===== src/rtl/axis_data_to_axis_hex_string.sv =====
// Converts each AXI-Stream input beat into a framed ASCII hex string on an
// 8-bit AXI-Stream output: #<data>[;*<user>][;&<dest>]<term>.
module axis_data_to_axis_hex_string #(
   parameter int unsigned SBUS_WIDTH   = 4,
   parameter int unsigned USER_WIDTH   = 4,
   parameter int unsigned DEST_WIDTH   = 4,
   parameter bit          USER_EN      = 1'b1,
   parameter bit          DEST_EN      = 1'b1,
   parameter bit          TERM_ON_LAST = 1'b0,
   parameter bit          LOWER_CASE   = 1'b0,
   parameter logic [7:0]  DELIMITER    = 8'h3B,
   parameter logic [7:0]  TERMINATION  = 8'h0A,
   parameter logic [7:0]  DATA_PREFIX  = 8'h23,
   parameter logic [7:0]  USER_PREFIX  = 8'h2A,
   parameter logic [7:0]  DEST_PREFIX  = 8'h26
) (
   input  logic                    aclk,
   input  logic                    arstn,
   input  logic [SBUS_WIDTH*8-1:0] s_axis_tdata,
   input  logic [SBUS_WIDTH-1:0]   s_axis_tkeep,
   input  logic                    s_axis_tlast,
   input  logic [USER_WIDTH-1:0]   s_axis_tuser,
   input  logic [DEST_WIDTH-1:0]   s_axis_tdest,
   input  logic                    s_axis_tvalid,
   output logic                    s_axis_tready,
   output logic [7:0]              m_axis_tdata,
   output logic                    m_axis_tvalid,
   input  logic                    m_axis_tready
);

   localparam int unsigned DATA_W = SBUS_WIDTH * 8;
   localparam int unsigned NIB_W  = (SBUS_WIDTH > 1) ? $clog2(2 * SBUS_WIDTH) : 1;
   localparam int unsigned UDIG   = (USER_WIDTH + 3) / 4;
   localparam int unsigned DDIG   = (DEST_WIDTH + 3) / 4;
   localparam int unsigned MAXDIG = (UDIG > DDIG) ? UDIG : DDIG;
   localparam int unsigned CNT_W  = (MAXDIG > 1) ? $clog2(MAXDIG) : 1;
   // Sideband fields are zero-padded to a power-of-two nibble count so the
   // digit counter indexes them without range gaps.
   localparam int unsigned PAD_W  = 4 * (1 << CNT_W);

   typedef enum logic [3:0] {
      ST_IDLE, ST_PRE, ST_DATA, ST_UDLM, ST_UPRE, ST_UHEX,
      ST_DDLM, ST_DPRE, ST_DHEX, ST_END
   } state_t;

   state_t                state_q, state_d;
   logic [DATA_W-1:0]     data_q, data_d;
   logic [SBUS_WIDTH-1:0] keep_q, keep_d;
   logic                  last_q, last_d;
   logic [USER_WIDTH-1:0] user_q, user_d;
   logic [DEST_WIDTH-1:0] dest_q, dest_d;
   logic [NIB_W-1:0]      nib_q, nib_d;
   logic [CNT_W-1:0]      cnt_q, cnt_d;
   logic [7:0]            m_tdata_q, m_tdata_d;
   logic                  m_tvalid_q, m_tvalid_d;
   logic                  s_tready_q, s_tready_d;

   logic                  accept;
   logic                  found;
   int unsigned           fidx;
   int unsigned           lim;
   state_t                after_data;
   state_t                after_user;
   logic [PAD_W-1:0]      user_pad;
   logic [PAD_W-1:0]      dest_pad;

   function automatic logic [7:0] hex_char(input logic [3:0] n);
      if (n < 4'd10) begin
         return 8'h30 + {4'h0, n};
      end
      return (LOWER_CASE ? 8'h61 : 8'h41) + {4'h0, n} - 8'd10;
   endfunction

   // Next state, capture and next output character
   always_comb begin
      state_d   = state_q;
      data_d    = data_q;
      keep_d    = keep_q;
      last_d    = last_q;
      user_d    = user_q;
      dest_d    = dest_q;
      nib_d     = nib_q;
      cnt_d     = cnt_q;
      m_tdata_d = 8'h00;
      accept    = m_tvalid_q & m_axis_tready;

      after_user = DEST_EN ? ST_DDLM : ST_END;
      after_data = USER_EN ? ST_UDLM : after_user;

      // Highest kept byte strictly below the current one (or overall from PRE)
      lim   = (state_q == ST_PRE) ? SBUS_WIDTH : (32'(nib_q) >> 1);
      found = 1'b0;
      fidx  = 0;
      for (int unsigned i = 0; i < SBUS_WIDTH; i++) begin
         if (keep_q[i] && (i < lim)) begin
            found = 1'b1;
            fidx  = i;
         end
      end

      case (state_q)
         ST_IDLE: begin
            if (s_tready_q && s_axis_tvalid) begin
               data_d  = s_axis_tdata;
               keep_d  = s_axis_tkeep;
               last_d  = s_axis_tlast;
               user_d  = s_axis_tuser;
               dest_d  = s_axis_tdest;
               state_d = ST_PRE;
            end
         end
         ST_PRE, ST_DATA: begin
            if (accept) begin
               if ((state_q == ST_DATA) && nib_q[0]) begin
                  nib_d = nib_q - NIB_W'(1);
               end else if (found) begin
                  state_d = ST_DATA;
                  nib_d   = NIB_W'(2 * fidx + 1);
               end else begin
                  state_d = after_data;
               end
            end
         end
         ST_UDLM: if (accept) state_d = ST_UPRE;
         ST_UPRE: begin
            if (accept) begin
               state_d = ST_UHEX;
               cnt_d   = CNT_W'(UDIG - 1);
            end
         end
         ST_UHEX: begin
            if (accept) begin
               if (cnt_q == '0) state_d = after_user;
               else             cnt_d   = cnt_q - CNT_W'(1);
            end
         end
         ST_DDLM: if (accept) state_d = ST_DPRE;
         ST_DPRE: begin
            if (accept) begin
               state_d = ST_DHEX;
               cnt_d   = CNT_W'(DDIG - 1);
            end
         end
         ST_DHEX: begin
            if (accept) begin
               if (cnt_q == '0) state_d = ST_END;
               else             cnt_d   = cnt_q - CNT_W'(1);
            end
         end
         ST_END:  if (accept) state_d = ST_IDLE;
         default: state_d = ST_IDLE;
      endcase

      s_tready_d = (state_d == ST_IDLE);
      m_tvalid_d = (state_d != ST_IDLE);
      user_pad   = PAD_W'(user_d);
      dest_pad   = PAD_W'(dest_d);

      // Hold the presented character until it is accepted
      if (m_tvalid_q && !m_axis_tready) begin
         m_tdata_d = m_tdata_q;
      end else begin
         case (state_d)
            ST_PRE:           m_tdata_d = DATA_PREFIX;
            ST_DATA:          m_tdata_d = hex_char(data_d[{nib_d, 2'b00} +: 4]);
            ST_UDLM, ST_DDLM: m_tdata_d = DELIMITER;
            ST_UPRE:          m_tdata_d = USER_PREFIX;
            ST_UHEX:          m_tdata_d = hex_char(user_pad[{cnt_d, 2'b00} +: 4]);
            ST_DPRE:          m_tdata_d = DEST_PREFIX;
            ST_DHEX:          m_tdata_d = hex_char(dest_pad[{cnt_d, 2'b00} +: 4]);
            ST_END:           m_tdata_d = (TERM_ON_LAST && !last_d) ? DELIMITER : TERMINATION;
            default:          m_tdata_d = 8'h00;
         endcase
      end
   end

   always_ff @(posedge aclk or negedge arstn) begin
      if (!arstn) begin
         state_q    <= ST_IDLE;
         data_q     <= '0;
         keep_q     <= '0;
         last_q     <= 1'b0;
         user_q     <= '0;
         dest_q     <= '0;
         nib_q      <= '0;
         cnt_q      <= '0;
         m_tdata_q  <= 8'h00;
         m_tvalid_q <= 1'b0;
         s_tready_q <= 1'b0;
      end else begin
         state_q    <= state_d;
         data_q     <= data_d;
         keep_q     <= keep_d;
         last_q     <= last_d;
         user_q     <= user_d;
         dest_q     <= dest_d;
         nib_q      <= nib_d;
         cnt_q      <= cnt_d;
         m_tdata_q  <= m_tdata_d;
         m_tvalid_q <= m_tvalid_d;
         s_tready_q <= s_tready_d;
      end
   end

   assign s_axis_tready = s_tready_q;
   assign m_axis_tdata  = m_tdata_q;
   assign m_axis_tvalid = m_tvalid_q;

endmodule


===== config.mk =====
export PLATFORM = sky130hd
export DESIGN_NAME = axis_data_to_axis_hex_string
export DESIGN_NICKNAME = d
export VERILOG_FILES = /design/src/rtl/axis_data_to_axis_hex_string.sv
export SDC_FILE = /design/constraint.sdc
export NUM_CORES = 1
export LEC_CHECK = 0
export BUFFER_PORTS_ARGS = -buffer_cell sky130_fd_sc_hd__buf_2
export CORE_ASPECT_RATIO = 0.75
export CORE_MARGIN = 5
export CORE_UTILIZATION = 30
export DETAILED_ROUTE_END_ITERATION = 16
export PLACE_DENSITY = 0.52
export SLEW_MARGIN = 20
export SYNTH_ARGS = -nofsm -noshare
export SYNTH_HDL_FRONTEND = slang
export SYNTH_SLANG_ARGS = --single-unit

===== constraint.sdc =====
create_clock -name aclk -period 4.1 [get_ports aclk]
set_clock_uncertainty 0.1 [all_clocks]
set_input_delay 0 -clock aclk [delete_from_list [all_inputs] [get_ports aclk]]
set_output_delay 0 -clock aclk [all_outputs]
set_load 0.01 [all_outputs]

==> summary.txt <==
run status = completed
standard-cell row count = 35
Slew HR = 47.0%
CTS max path bufs = 2
Post-Place Cells = 564
pin count of the biggest net entering global routing = 62
Max IR drop VDD = 0.315 mV
post-synthesis cell type count = 69
post-CTS setup buffer count = 0
vias in the first global route = 3101
Synth Net Count = 405
worst flop-to-flop path startpoint = state_q[0]
DP HPWL = 6910 um
Die W = 138 um
number of synthesized register bits = 61
Worst Path Arrival = 3.80 ns
# port buffers = 56
final period demand of the worst path = 3.68 ns
Critical path buffers and inverters = 1
P&R area growth vs syn = 32.3%
warnings from Yosys = 0
number of failing hold endpoints at the final stage = 0
max-slew violations = 0
root buffer cell = clkbuf_16
die height = 106 um
clk slew on worst S/H paths = 0.06 ns
setup TNS = 0 ns
worst slew pin tran = 0.795 ns
kind of critical path = reg -> reg
drt initial violations = 229
Endpoint, Worst Hold = m_axis_tdata[6]
CP top delay family = simple AND/OR/NAND/NOR gates
Worst R2R Setup Slack = 0.42 ns
Via Count = 3058
sequential-to-total area share from yosys stat = 41.5%
# DRC = 0
htree depth = 3
Synth Area in Compound Gates = 16.7%
Clk Latency, worst-skew pair = 0.34 ns
detailed-router iteration count before antenna repair = 4
maximum fanout along the worst path = 21
core box area = 12100 um2
synthesized area = 3680 um2
Cell Chain, Critical Path = or4b_4 -> a21boi_2 -> o221a_2 -> o2bb2ai_2 -> inv_2 -> nor4_1 -> or4_1 -> o211ai_4 -> xor2_1 -> a221o_1
filler cell count = 1184
Simple-Gate Fraction of Synth Area = 16.7%
Worst R2R End = m_axis_tdata[0]
antenna fix cells = 0
CP Launch Type = flip-flop
CTS tree = yes
RSZ-0062 raised after global routing = no
Synth Flop Type = dfrtp_1
Fmax achieved = 271 MHz
final wirelength = 9470 um
# nets final = 507
number of flops mapped to enable cells by yosys = 0
Hold WC Path Type = in -> reg
adder-cell share of the synthesized area = 1.63%
die area = 14600 um2
critical hold path startpoint = m_axis_tready
I/O Pins = 59
XOR/XNOR Fraction of Synth Area = 1.67%
largest family of logic cells by synthesized area = simple AND/OR/NAND/NOR gates
Avg Vias per Cell = 4.89
Req. time, crit path = 4.22 ns
fin crit share = 89.9%
first-pass GRT wire length = 15900 um
final design utilization = 40.1%
max_cap viols = 0
initial core utilization = 30.3%
GRT Overall Usage = 13.9%
worst reg2reg path depth = 10
post-synthesis cell count = 352
CP peak stage delay = 0.73 ns
Finished Layout Cells = 625
layout cell share with drive strength beyond 1 = 29.8%
initial antenna violation count = 0
proportion of synthesized area in mux cells = 16.3%
ANT nets after route = 0
# resized after CTS = 0
Avg Cell Area, Syn = 10.5 um2
Final setup viols = 0
CP Capture Type = flip-flop
Post-Place Setup Slack = 0.431 ns
Worst Hold Depth = 3
cts bufs inserted = 9
Overflow after GRT = 0
DR WL/cell = 15.1 um
slowest CP cell = dfrtp_1
gp weighted congestion = 0.850
Async SR Flop Fraction = 100%
CTS Sinks = 61
static leakage = 2.25 nW
PwrDens = 796 nW/um2
worst setup margin = 0.415 ns
stage by stage:
step                      total power [W]  area [um2]  hold slack, ns
after floorplan                   0.00262        3680          -0.396
after global placement            0.00305        4130           0.124
after detailed placement          0.00310        4130           0.132
after CTS                         0.00391        4870           0.159
after global routing              0.00420        4870           0.178
final                             0.00388        4870           0.182
registers in the layout, indices dropped and copies added (netlist names), 3 cells and up:
name	flops
nib_q	3
dest_q	4
m_axis_tdata	7
keep_q	4
state_q	4
user_q	4
data_q	32
worst min-delay path: stages:
cell	delay, ns
buf_2	0.15
nor2b_1	0.14
o31ai_1	0.29
area by class of cell:
type	instances	area, um2	share of cell area, %
sequential	61	1530	31.3
timing repair buffer	106	781	16.0
clock buffer	11	243	4.98
tap	166	208	4.27
inverter	25	109	2.24
multi-input combinational	251	1950	40.1
clock inverter	5	50.0	1.03
where the power goes:
part / internal, W / switching (W) / total [W]
logic: 0.000909 / 0.00112 / 0.00202
clock network: 0.000482 / 0.000268 / 0.000750
registers: 0.000890 / 0.000213 / 0.00110
total: 0.00228 / 0.00160 / 0.00388
synthesized netlist by cell type, types with 4 or more instances:
| master | n | share of area (%) |
|---|---|---|
| nor3_1 | 11 | 1.5 |
| nor2_1 | 18 | 1.8 |
| and3_1 | 5 | 0.85 |
| o21ai_0 | 12 | 1.6 |
| a2111oi_0 | 4 | 0.95 |
| nor4_1 | 9 | 1.5 |
| nand2_1 | 19 | 1.9 |
| mux2i_1 | 24 | 6.5 |
| or2_2 | 4 | 0.68 |
| nand3_1 | 8 | 1.1 |
| nand2b_1 | 7 | 1.2 |
| nor2b_1 | 4 | 0.68 |
| xor2_1 | 4 | 0.95 |
| dfrtp_1 | 61 | 41 |
| a21oi_1 | 13 | 1.8 |
| buf_2 | 7 | 0.95 |
| ha_1 | 4 | 1.4 |
| a31oi_1 | 4 | 0.68 |
| o21a_1 | 4 | 0.82 |
| inv_1 | 22 | 2.2 |
| o31ai_1 | 4 | 0.82 |
| mux2_2 | 32 | 9.8 |
cells in the final DEF, fill, tap and decap left out, types with 5 or more instances in the layout:
cell type      instances
a21oi_1               13
and3_1                 5
buf_2                 56
clkbuf_16              9
dfrtp_1               61
dlygate4sd3_1         45
inv_1                 22
mux2_2                32
mux2i_1               24
nand2_1               19
nand2b_1               7
nand3_1                8
nor2_1                18
nor3_1                11
nor4_1                 9
o21ai_0               12
worst max path at each step:
stage	from	end	slack [ns]	cells past startpoint
floorplan	state_q[1]	m_axis_tdata[1]	0.89	12
global placement	state_q[0]	m_axis_tdata[0]	0.50	10
detailed placement	state_q[0]	m_axis_tdata[0]	0.43	10
CTS	state_q[0]	m_axis_tdata[0]	0.41	10
global route	state_q[0]	m_axis_tdata[4]	0.21	12
finish	state_q[0]	m_axis_tdata[0]	0.42	10
per-layer routing:
metal | GRT usage, % | up-vias | share of wire (%)
li1 | - | 1503 | -
met1 | 20.6 | 1459 | 51
met2 | 19.3 | 85 | 42
met3 | 4.68 | 11 | 5.9
met4 | 3.81 | 0 | 1.1
met5 | 0 | - | 0
cells by family (layout without fill, tap and decap cells):
group	count (synthesis)	after routing
compound gates	75	75
xor+xnor	7	7
mux	56	56
fa+ha+maj	5	5
other cells	1	1
simple gates	107	107
buf+inv	40	147
flops	61	61
repair_timing:
action,4_1_cts,5_1_grt
hold buffers,45,0
endpoints found under the hold margin,105,0
setup endpoints to repair,0,0
(Power assumes the default switching activity.)
